## src/rtl/regfile_reader.sv

```systemverilog
`default_nettype none
// +----------------------------------------------------------------------------+
// | regfile_reader: two-port round-robin arbiter that reads one register-file  |
// | entry per grant and holds each port's result until the consumer takes it.  |
// | Revision 1.0                                                               |
// +----------------------------------------------------------------------------+
module regfile_reader #(
  parameter int DATA_W = 32,
  parameter int IDX_W  = 5
) (
  input  logic              clock,
  input  logic              clear_n,
  input  logic              reqValidA,
  input  logic [IDX_W-1:0]  reqIndexA,
  output logic              reqReadyA,
  input  logic              reqValidB,
  input  logic [IDX_W-1:0]  reqIndexB,
  output logic              reqReadyB,
  output logic              rspValidA,
  output logic [DATA_W-1:0] rspDataA,
  input  logic              rspReadyA,
  output logic              rspValidB,
  output logic [DATA_W-1:0] rspDataB,
  input  logic              rspReadyB,
  output logic [IDX_W-1:0]  readIndex,
  input  logic [DATA_W-1:0] readValue,
  output logic              busy
);

  typedef enum logic [0:0] {
    S_IDLE = 1'b0,
    S_READ = 1'b1
  } state_t;

  localparam logic c_PORT_A = 1'b0;
  localparam logic c_PORT_B = 1'b1;

  state_t             r_state;
  logic               r_owner;
  logic               r_lastServed;
  logic [IDX_W-1:0]   r_readIndex;
  logic               r_rspValidA;
  logic               r_rspValidB;
  logic [DATA_W-1:0]  r_rspDataA;
  logic [DATA_W-1:0]  r_rspDataB;

  logic               w_eligA;
  logic               w_eligB;
  logic               w_grantA;
  logic               w_grantB;

  // A port holding an undrained response is never eligible, so drain and
  // re-accept of the same port cannot coincide; readies stay low in reset.
  assign w_eligA  = clear_n && (r_state == S_IDLE) && reqValidA && !r_rspValidA;
  assign w_eligB  = clear_n && (r_state == S_IDLE) && reqValidB && !r_rspValidB;
  assign w_grantA = w_eligA && (!w_eligB || (r_lastServed == c_PORT_B));
  assign w_grantB = w_eligB && (!w_eligA || (r_lastServed == c_PORT_A));

  assign reqReadyA = w_grantA;
  assign reqReadyB = w_grantB;
  assign rspValidA = r_rspValidA;
  assign rspValidB = r_rspValidB;
  assign rspDataA  = r_rspDataA;
  assign rspDataB  = r_rspDataB;
  assign readIndex = r_readIndex;
  assign busy      = (r_state == S_READ);

  always_ff @(posedge clock) begin
    if (!clear_n) begin
      r_state      <= S_IDLE;
      r_owner      <= c_PORT_A;
      r_lastServed <= c_PORT_B;
      r_readIndex  <= '0;
      r_rspValidA  <= 1'b0;
      r_rspValidB  <= 1'b0;
      r_rspDataA   <= '0;
      r_rspDataB   <= '0;
    end else begin
      if (r_rspValidA && rspReadyA) begin
        r_rspValidA <= 1'b0;
      end
      if (r_rspValidB && rspReadyB) begin
        r_rspValidB <= 1'b0;
      end

      case (r_state)
        S_IDLE: begin
          if (w_grantA) begin
            r_readIndex  <= reqIndexA;
            r_owner      <= c_PORT_A;
            r_lastServed <= c_PORT_A;
            r_state      <= S_READ;
          end else if (w_grantB) begin
            r_readIndex  <= reqIndexB;
            r_owner      <= c_PORT_B;
            r_lastServed <= c_PORT_B;
            r_state      <= S_READ;
          end
        end
        S_READ: begin
          // readValue is combinational on r_readIndex, valid one cycle after accept.
          if (r_owner == c_PORT_A) begin
            r_rspDataA  <= readValue;
            r_rspValidA <= 1'b1;
          end else begin
            r_rspDataB  <= readValue;
            r_rspValidB <= 1'b1;
          end
          r_state <= S_IDLE;
        end
        default: r_state <= S_IDLE;
      endcase
    end
  end

endmodule
`default_nettype wire

```

## config.mk

```make
export PLATFORM = sky130hd
export DESIGN_NAME = regfile_reader
export DESIGN_NICKNAME = d
export VERILOG_FILES = /design/src/rtl/regfile_reader.sv
export SDC_FILE = /design/constraint.sdc
export NUM_CORES = 1
export LEC_CHECK = 0
export CAP_MARGIN = 20
export CORE_MARGIN = 8
export CORE_UTILIZATION = 40
export DETAILED_ROUTE_END_ITERATION = 8
export DONT_BUFFER_PORTS = 1
export GPL_TIMING_DRIVEN = 0
export SETUP_SLACK_MARGIN = 0.05
export SLEW_MARGIN = 5
export SYNTH_ARGS = -nofsm -noshare
export SYNTH_HDL_FRONTEND = slang
export SYNTH_SLANG_ARGS = --single-unit
```

## constraint.sdc

```tcl
create_clock -name clock -period 1.2 [get_ports clock]
set_input_delay 0.06 -clock clock [delete_from_list [all_inputs] [get_ports clock]]
set_output_delay 0.06 -clock clock [all_outputs]
set_load 0.01 [all_outputs]
```

==> metrics.md, run 1 <==
| Metric | Value |
|---|---|
| Run status | finished with violations |
| Register bit total from synthesis | 74 |
| Clock tree sinks | 74 |
| Failing checks | setup timing |
| Worst clock skew | 0.00697 ns |
| Depth of the CTS H-tree | 3 |
| Slew Viols, Final | 0 |
| Cell with the largest stage delay on the worst path | sky130_fd_sc_hd__dfxtp_4 |
| CTS tree | done |
| Via count of the routed design | 2399 |
| Placeable core region | 6830 um2 |
| Die width | 100 um |
| Data arrival time at the worst-slack endpoint | 1.61 ns |
| Reg2reg path depth | 5 |
| Wire length of the first global-routing pass | 13000 um |
| Startpoint class of the critical path | flop |
| Worst reg2reg path startpoint | rspValidB$_SDFF_PN0_ |
| Type of the most critical hold path | primary input to flop |
| Worst Min Path Start | clear_n |
| Clk slew on worst S/H paths | 0.07 ns |
| Buffer levels on the longest clock path | 2 |
| Number of failing hold endpoints at the final stage | 0 |
| Actual transition at the worst max-transition pin | 0.459 ns |
| Ports | 122 |
| Number of antenna violations at the first check in global routing | 0 |
| Unrepaired setup endpoints after global routing | yes |
| GRT Resource Usage Total | 0.164 |
| Detailed Route WL | 8120 um |
| Port Buffers | 0 |
| Detail Route Antenna Nets | 0 |
| Library cell with the highest instance count after synthesis | sky130_fd_sc_hd__nand2_1 |
| Hold Path Depth | 2 |
| End of the worst hold path | rspDataA[2]$_SDFFE_PN0P_ |
| Power per cell area | 1420 nW/um2 |
| Standby leakage power | 1.35 nW |
| Predominant post-synthesis flop cell | sky130_fd_sc_hd__dfxtp_1 |
| Clock tree root buffer cell | sky130_fd_sc_hd__clkbuf_8 |
| Maximum clock frequency | 749 MHz |
| Period utilisation layout | 1.11 |
| Synth area leader | sky130_fd_sc_hd__dfxtp_1 |
| Share of layout cells above drive strength 1 | 0.122 |
| Post-layout min period | 1.34 ns |
| Diodes inserted | 0 |
| Leading cell types by total area after synthesis | sky130_fd_sc_hd__dfxtp_1, sky130_fd_sc_hd__nand2_1, sky130_fd_sc_hd__a21boi_0 |
| Slowest stage delay, CP | 0.38 ns |
| Total half-perimeter wirelength after legalization and detailed placement | 5790 um |
| Worst-Skew Late Latency | 0.33 ns |
| Number of detailed-route iterations in the first pass | 6 |
| Register-to-register setup slack | -0.14 ns |
| PnR worst setup slack | -0.135 ns |
| Warning count from the yosys run | 0 |
| Wirelength per Cell | 16.6 um |
| Summed negative setup slack over all endpoints | -0.854 ns |
| Rows | 30 |
| DRC errors left | 0 |
| Die area | 10000 um2 |
| Effective utilization at floorplan | 0.414 |
| Maximum number of pins on one net before global-route repair | 12 |
| Nets@finish | 438 |
| Yosys cell types | 24 |
| Number of vias per cell after detailed routing | 4.90 |
| TritonCTS buffer count | 9 |
| Category of the worst setup path capture point | flop |
| Critical path required time | 1.47 ns |
| Max-Cap Viols | 0 |
| Die extent in y | 100 um |
| Post-synthesis instance area | 2830 um2 |
| Worst-path maximum fanout | 7 |
| Kind of critical path | flop to flop |
| Sequential cell area fraction in the yosys report | 0.524 |
| Routability cong. | 0.720 |
| Ys async rst share | 0 |
| Number of DRC markers after the initial detailed-route iteration | 70 |
| Fill cells | 664 |
| Via count of the first global-routing pass | 2449 |
| Mean instance size in the synthesized netlist | 8.52 um2 |
| Final instance area | 3770 um2 |
| Area Growth Syn to Fin | 33.4% |
| Slew margin rel. | 0.694 |
| Synthesized netlist net count | 380 |
| Final total power | 5.34 mW |
| Cell chain of the critical path | nor4bb_4 -> buf_4 -> or2_1 -> buf_6 -> o221a_1 |
| Cell area after placement | 2950 um2 |
| Overflow left after global routing | 0 |
| Area share of the leading cell type in the synthesized netlist | 0.524 |
| Critical register-to-register path endpoint | r_owner$_SDFFE_PN0P_ |
| EDFF count, synth | 0 |
| Final setup viols | 9 |
| Maximum vdd drop | 0.755 mV |
| Most frequent cells after synthesis | sky130_fd_sc_hd__nand2_1, sky130_fd_sc_hd__dfxtp_1, sky130_fd_sc_hd__a21boi_0 |
| Number of cells produced by synthesis | 332 |
==> layout by cell type, fill, tap and decap left out, types with 6 or more instances in the layout <==
master,Yosys,routed
sky130_fd_sc_hd__nand2_1,129,129
sky130_fd_sc_hd__dfxtp_1,74,70
sky130_fd_sc_hd__dlygate4sd3_1,0,44
sky130_fd_sc_hd__a21boi_0,43,39
sky130_fd_sc_hd__a21boi_1,23,27
sky130_fd_sc_hd__clkbuf_1,12,10
sky130_fd_sc_hd__clkbuf_8,0,10
sky130_fd_sc_hd__buf_4,0,9
sky130_fd_sc_hd__buf_6,1,7
sky130_fd_sc_hd__o21ai_0,6,6
==> cell type report <==
class	instances	area, um2	share of cell area
well taps	96	120	0.0318
clock buffers	14	174	0.0461
plain buffers	24	193	0.0511
multi-input cells	232	1310	0.346
clock inverters	1	7.51	0.00199
flip-flops and latches	74	1490	0.396
repair buffers	49	478	0.127
==> through the flow <==
stage	cells	setup WS [ns]	hold WS, ns	util
global route	490	-0.199	0.0615	0.552
finish	490	-0.135	0.0788	0.552
floorplan	332	-0.0270	0.195	-
CTS	489	-0.170	0.0470	0.543
global placement	428	-0.254	0.196	0.432
detailed placement	428	-0.268	0.203	0.432
==> state kept, by name, indices dropped and copies added, names as in the netlist <==
name,cells
busy,1
r_lastServed,1
r_owner,1
readIndex,5
rspDataA,32
rspDataB,32
rspValidA,1
rspValidB,1
==> worst max-delay path, delay by kind of cell, from the launching register on <==
family / cells / cell delay, ns
compound gates: 1 / 0.16
flops: 1 / 0.38
simple gates: 2 / 0.44
buf+inv: 2 / 0.30
==> report_power, final <==
| part | total, mW | internal [mW] | switching (mW) |
|---|---|---|---|
| logic | 0.750 | 0.389 | 0.361 |
| clock network | 1.77 | 0.926 | 0.842 |
| registers | 2.82 | 2.62 | 0.208 |
| total | 5.34 | 3.93 | 1.41 |
==> cells by family after synthesis <==
logic type             synth area share
AOI/OAI and AO/OA                 0.214
buffers and inverters            0.0429
DFF                               0.524
and+or+nand+nor                   0.219
==> metal layers <==
layer,global-route usage,wire (um),share of wire
met1,0.187,3430,0.42
met2,0.259,3730,0.46
met3,0.0865,866,0.11
met4,0.0535,90,0.011
met5,0,0,0
==> what timing repair did <==
action	in CTS	in global routing
hold buffers	44	0
cloned	0	0
buffers inserted	3	2
endpoints found under the hold margin	71	0
setup endpoints to repair	71	73
gates resized for setup	38	14
pin swaps	3	2
==> worst max path at each step <==
stage	endpoint	cells after the start	startpoint
after floorplan	r_owner$_SDFFE_PN0P_	4	busy$_SDFF_PP0_
after global placement	r_lastServed$_SDFFE_PN1P_	3	rspValidB$_SDFF_PN0_
after detailed placement	r_lastServed$_SDFFE_PN1P_	3	rspValidB$_SDFF_PN0_
after CTS	r_owner$_SDFFE_PN0P_	6	busy$_SDFF_PP0_
after global routing	reqReadyB	2	rspValidB$_SDFF_PN0_
final	r_owner$_SDFFE_PN0P_	5	rspValidB$_SDFF_PN0_
(Power assumes the default switching activity.)
==> run 2, diff against run 1 <==
--- a/config.mk
+++ b/config.mk
@@ -11,6 +11,7 @@
 export DETAILED_ROUTE_END_ITERATION = 8
 export DONT_BUFFER_PORTS = 1
 export GPL_TIMING_DRIVEN = 0
+export PLACE_DENSITY = 0.62
 export SETUP_SLACK_MARGIN = 0.05
 export SLEW_MARGIN = 5
 export SYNTH_ARGS = -nofsm -noshare
==> run 2 against run 1 <==
Compared with the run above:
- core utilization is 0.27 points higher
- the run still ends with setup timing left
- via count is 3.1% higher
- worst hold slack worse by 0.020 ns
- final cell count is 0.41% higher
- total power is 1.5% higher
- maximum frequency is 0.99% lower
- critical path depth is 1 lower
- die area stayed put
==> metrics.md, run 2 (synthesis gave the netlist of run 1 again) <==
| Metric | Value |
|---|---|
| Number of DRC markers after the initial detailed-route iteration | 101 (was 70) |
| Buffer levels on the longest clock path | 2 (unchanged) |
| Number of antenna violations at the first check in global routing | 1 (was 0) |
| Clk slew on worst S/H paths | 0.07 ns (about the same) |
| Detailed Route WL | 8460 um (was 8120 um) |
| Slew Viols, Final | 0 (unchanged) |
| Worst reg2reg path startpoint | busy$_SDFF_PP0_ (was rspValidB$_SDFF_PN0_) |
| Post-layout min period | 1.35 ns (was 1.34 ns) |
| Period utilisation layout | 1.12 (was 1.11) |
| Ports | 122 (unchanged) |
| Die width | 100 um (unchanged) |
| Number of vias per cell after detailed routing | 5.03 (was 4.90) |
| Port Buffers | 0 (unchanged) |
| TritonCTS buffer count | 9 (unchanged) |
| Kind of critical path | flop to flop (unchanged) |
| End of the worst hold path | rspDataA[3]$_SDFFE_PN0P_ (was rspDataA[2]$_SDFFE_PN0P_) |
| Nets@finish | 439 (was 438) |
| Type of the most critical hold path | primary input to flop (unchanged) |
| Final total power | 5.42 mW (was 5.34 mW) |
| Startpoint class of the critical path | flop (unchanged) |
| DRC errors left | 0 (unchanged) |
| Wire length of the first global-routing pass | 13300 um (was 13000 um) |
| Critical register-to-register path endpoint | r_owner$_SDFFE_PN0P_ (unchanged) |
| Worst-path maximum fanout | 8 (was 7) |
| Data arrival time at the worst-slack endpoint | 1.57 ns (was 1.61 ns) |
| Final setup viols | 15 (was 9) |
| Routability cong. | 0.702 (was 0.720) |
| Clock tree sinks | 74 (unchanged) |
| Run status | finished with violations (unchanged) |
| Cell with the largest stage delay on the worst path | sky130_fd_sc_hd__dfxtp_4 (unchanged) |
| PnR worst setup slack | -0.148 ns (was -0.135 ns) |
| Number of failing hold endpoints at the final stage | 0 (unchanged) |
| Failing checks | setup timing (unchanged) |
| Die area | 10000 um2 (unchanged) |
| Overflow left after global routing | 0 (unchanged) |
| Hold Path Depth | 2 (unchanged) |
| Depth of the CTS H-tree | 3 (unchanged) |
| Number of cells in the design after placement | 428 (unchanged) |
| Rows | 30 (unchanged) |
| Effective utilization at floorplan | 0.414 (unchanged) |
| Total buffers and inverters traversed by the critical path | 1 (was 2) |
| Maximum vdd drop | 0.920 mV (was 0.755 mV) |
| Delay-heaviest family, CP | simple AND/OR/NAND/NOR gates (unchanged) |
| Worst clock skew | 0.00887 ns (was 0.00697 ns) |
| Fill cells | 660 (was 664) |
| Cell chain of the critical path | and4bb_2 -> or2_1 -> buf_6 -> o221a_1 (was nor4bb_4 -> buf_4 -> or2_1 -> buf_6 -> o221a_1) |
| Register-to-register setup slack | -0.15 ns (was -0.14 ns) |
| Placeable core region | 6830 um2 (unchanged) |
| Max-Cap Viols | 0 (unchanged) |
| Maximum number of pins on one net before global-route repair | 12 (unchanged) |
| Actual transition at the worst max-transition pin | 0.464 ns (was 0.459 ns) |
| Commonest cells after routing, fill and taps aside | sky130_fd_sc_hd__nand2_1, sky130_fd_sc_hd__dfxtp_1, sky130_fd_sc_hd__dlygate4sd3_1 (unchanged) |
| Unrepaired setup endpoints after global routing | yes (unchanged) |
| Worst setup slack after placement | -0.214 ns (was -0.268 ns) |
| Area Growth Syn to Fin | 34.1% (was 33.4%) |
| Clock tree root buffer cell | sky130_fd_sc_hd__clkbuf_8 (unchanged) |
| Wirelength per Cell | 17.2 um (was 16.6 um) |
| Maximum clock frequency | 742 MHz (was 749 MHz) |
| Die extent in y | 100 um (unchanged) |
| Worst Min Path Start | clear_n (unchanged) |
| Detail Route Antenna Nets | 0 (unchanged) |
| Slowest stage delay, CP | 0.42 ns (was 0.38 ns) |
| Total half-perimeter wirelength after legalization and detailed placement | 5880 um (was 5790 um) |
| Critical path required time | 1.42 ns (was 1.47 ns) |
| Via count of the first global-routing pass | 2507 (was 2449) |
| Reg2reg path depth | 4 (was 5) |
| Number of detailed-route iterations in the first pass | 4 (was 6) |
| Via count of the routed design | 2474 (was 2399) |
| Critical path startpoint | busy$_SDFF_PP0_ (was rspValidB$_SDFF_PN0_) |
| Slew margin rel. | 0.691 (was 0.694) |
| Category of the worst setup path capture point | flop (unchanged) |
| Power per cell area | 1430 nW/um2 (was 1420 nW/um2) |
| Worst-Skew Late Latency | 0.33 ns (about the same) |
| Standby leakage power | 1.37 nW (was 1.35 nW) |
| Share of layout cells above drive strength 1 | 0.127 (was 0.122) |
| CTS tree | done (unchanged) |
| GRT Resource Usage Total | 0.170 (was 0.164) |
| Number of standard cells in the layout, taps in and fillers out | 492 (was 490) |
| Most frequent standard cell in the layout excluding fill and tap cells | sky130_fd_sc_hd__nand2_1 (unchanged) |
## run 2: cell types whose count changed in the layout (fill, tap and decap cells not counted), sizes merged
| cell | before | now |
|---|---|---|
| buf | 19 | 17 |
| bufbuf | 0 | 1 |
| clkbuf | 24 | 26 |
| clkinvlp | 1 | 0 |
| diode | 0 | 1 |
| inv | 0 | 1 |
## run 2: per-layer routing
| metal | global-route usage | routed length (um) | vias up |
|---|---|---|---|
| met5 | 0 | 0 | - |
| met4 | 0.0709 | 161 | 0 |
| met3 | 0.0872 | 983 | 14 |
| met2 | 0.273 | 4030 | 105 |
| met1 | 0.183 | 3290 | 1138 |
| li1 | - | - | 1217 |
## run 2: where the power goes
part / internal, mW / total, mW / switching (mW)
logic: 0.407 / 0.772 / 0.365
clock network: 0.970 / 1.82 / 0.853
registers: 2.62 / 2.83 / 0.211
total: 3.99 / 5.42 / 1.43
## run 2: area by class of cell
class | count | area (um2) | area share
antenna | 1 | 2.50 | 0.000660
clock buffer | 14 | 183 | 0.0482
buffer | 24 | 178 | 0.0469
sequential | 74 | 1490 | 0.393
multi-input combinational | 232 | 1290 | 0.341
timing repair buffer | 50 | 519 | 0.137
clock inverter | 1 | 6.26 | 0.00165
tap | 96 | 120 | 0.0317
## run 2: worst max path at each step
stage,endpoint,slack (ns),depth (start not counted)
floorplan,r_owner$_SDFFE_PN0P_,-0.03,4
global placement,r_lastServed$_SDFFE_PN1P_,-0.21,3
detailed placement,r_lastServed$_SDFFE_PN1P_,-0.21,3
CTS,r_owner$_SDFFE_PN0P_,-0.16,6
global route,r_owner$_SDFFE_PN0P_,-0.19,4
finish,r_owner$_SDFFE_PN0P_,-0.15,4
## run 2: metrics by stage
stage                     setup TNS [ns]  cell area, um2   util  hold WS (ns)
after floorplan                  -0.0270            2830      -         0.195
after global placement             -6.90            2950  0.432         0.197
after detailed placement           -8.51            2950  0.432         0.201
after CTS                          -1.35            3740  0.547        0.0465
after global routing               -4.74            3790  0.555        0.0620
final                             -0.958            3790  0.555        0.0589
## run 2: what timing repair did
item                                   in CTS  in global routing
endpoints found under the hold margin      71                  0
pin swaps                                   3                  6
hold buffers                               44                  0
buffers inserted                            4                  0
setup endpoints to repair                  71                 72
cloned                                      2                  0
resized for setup                          34                 14
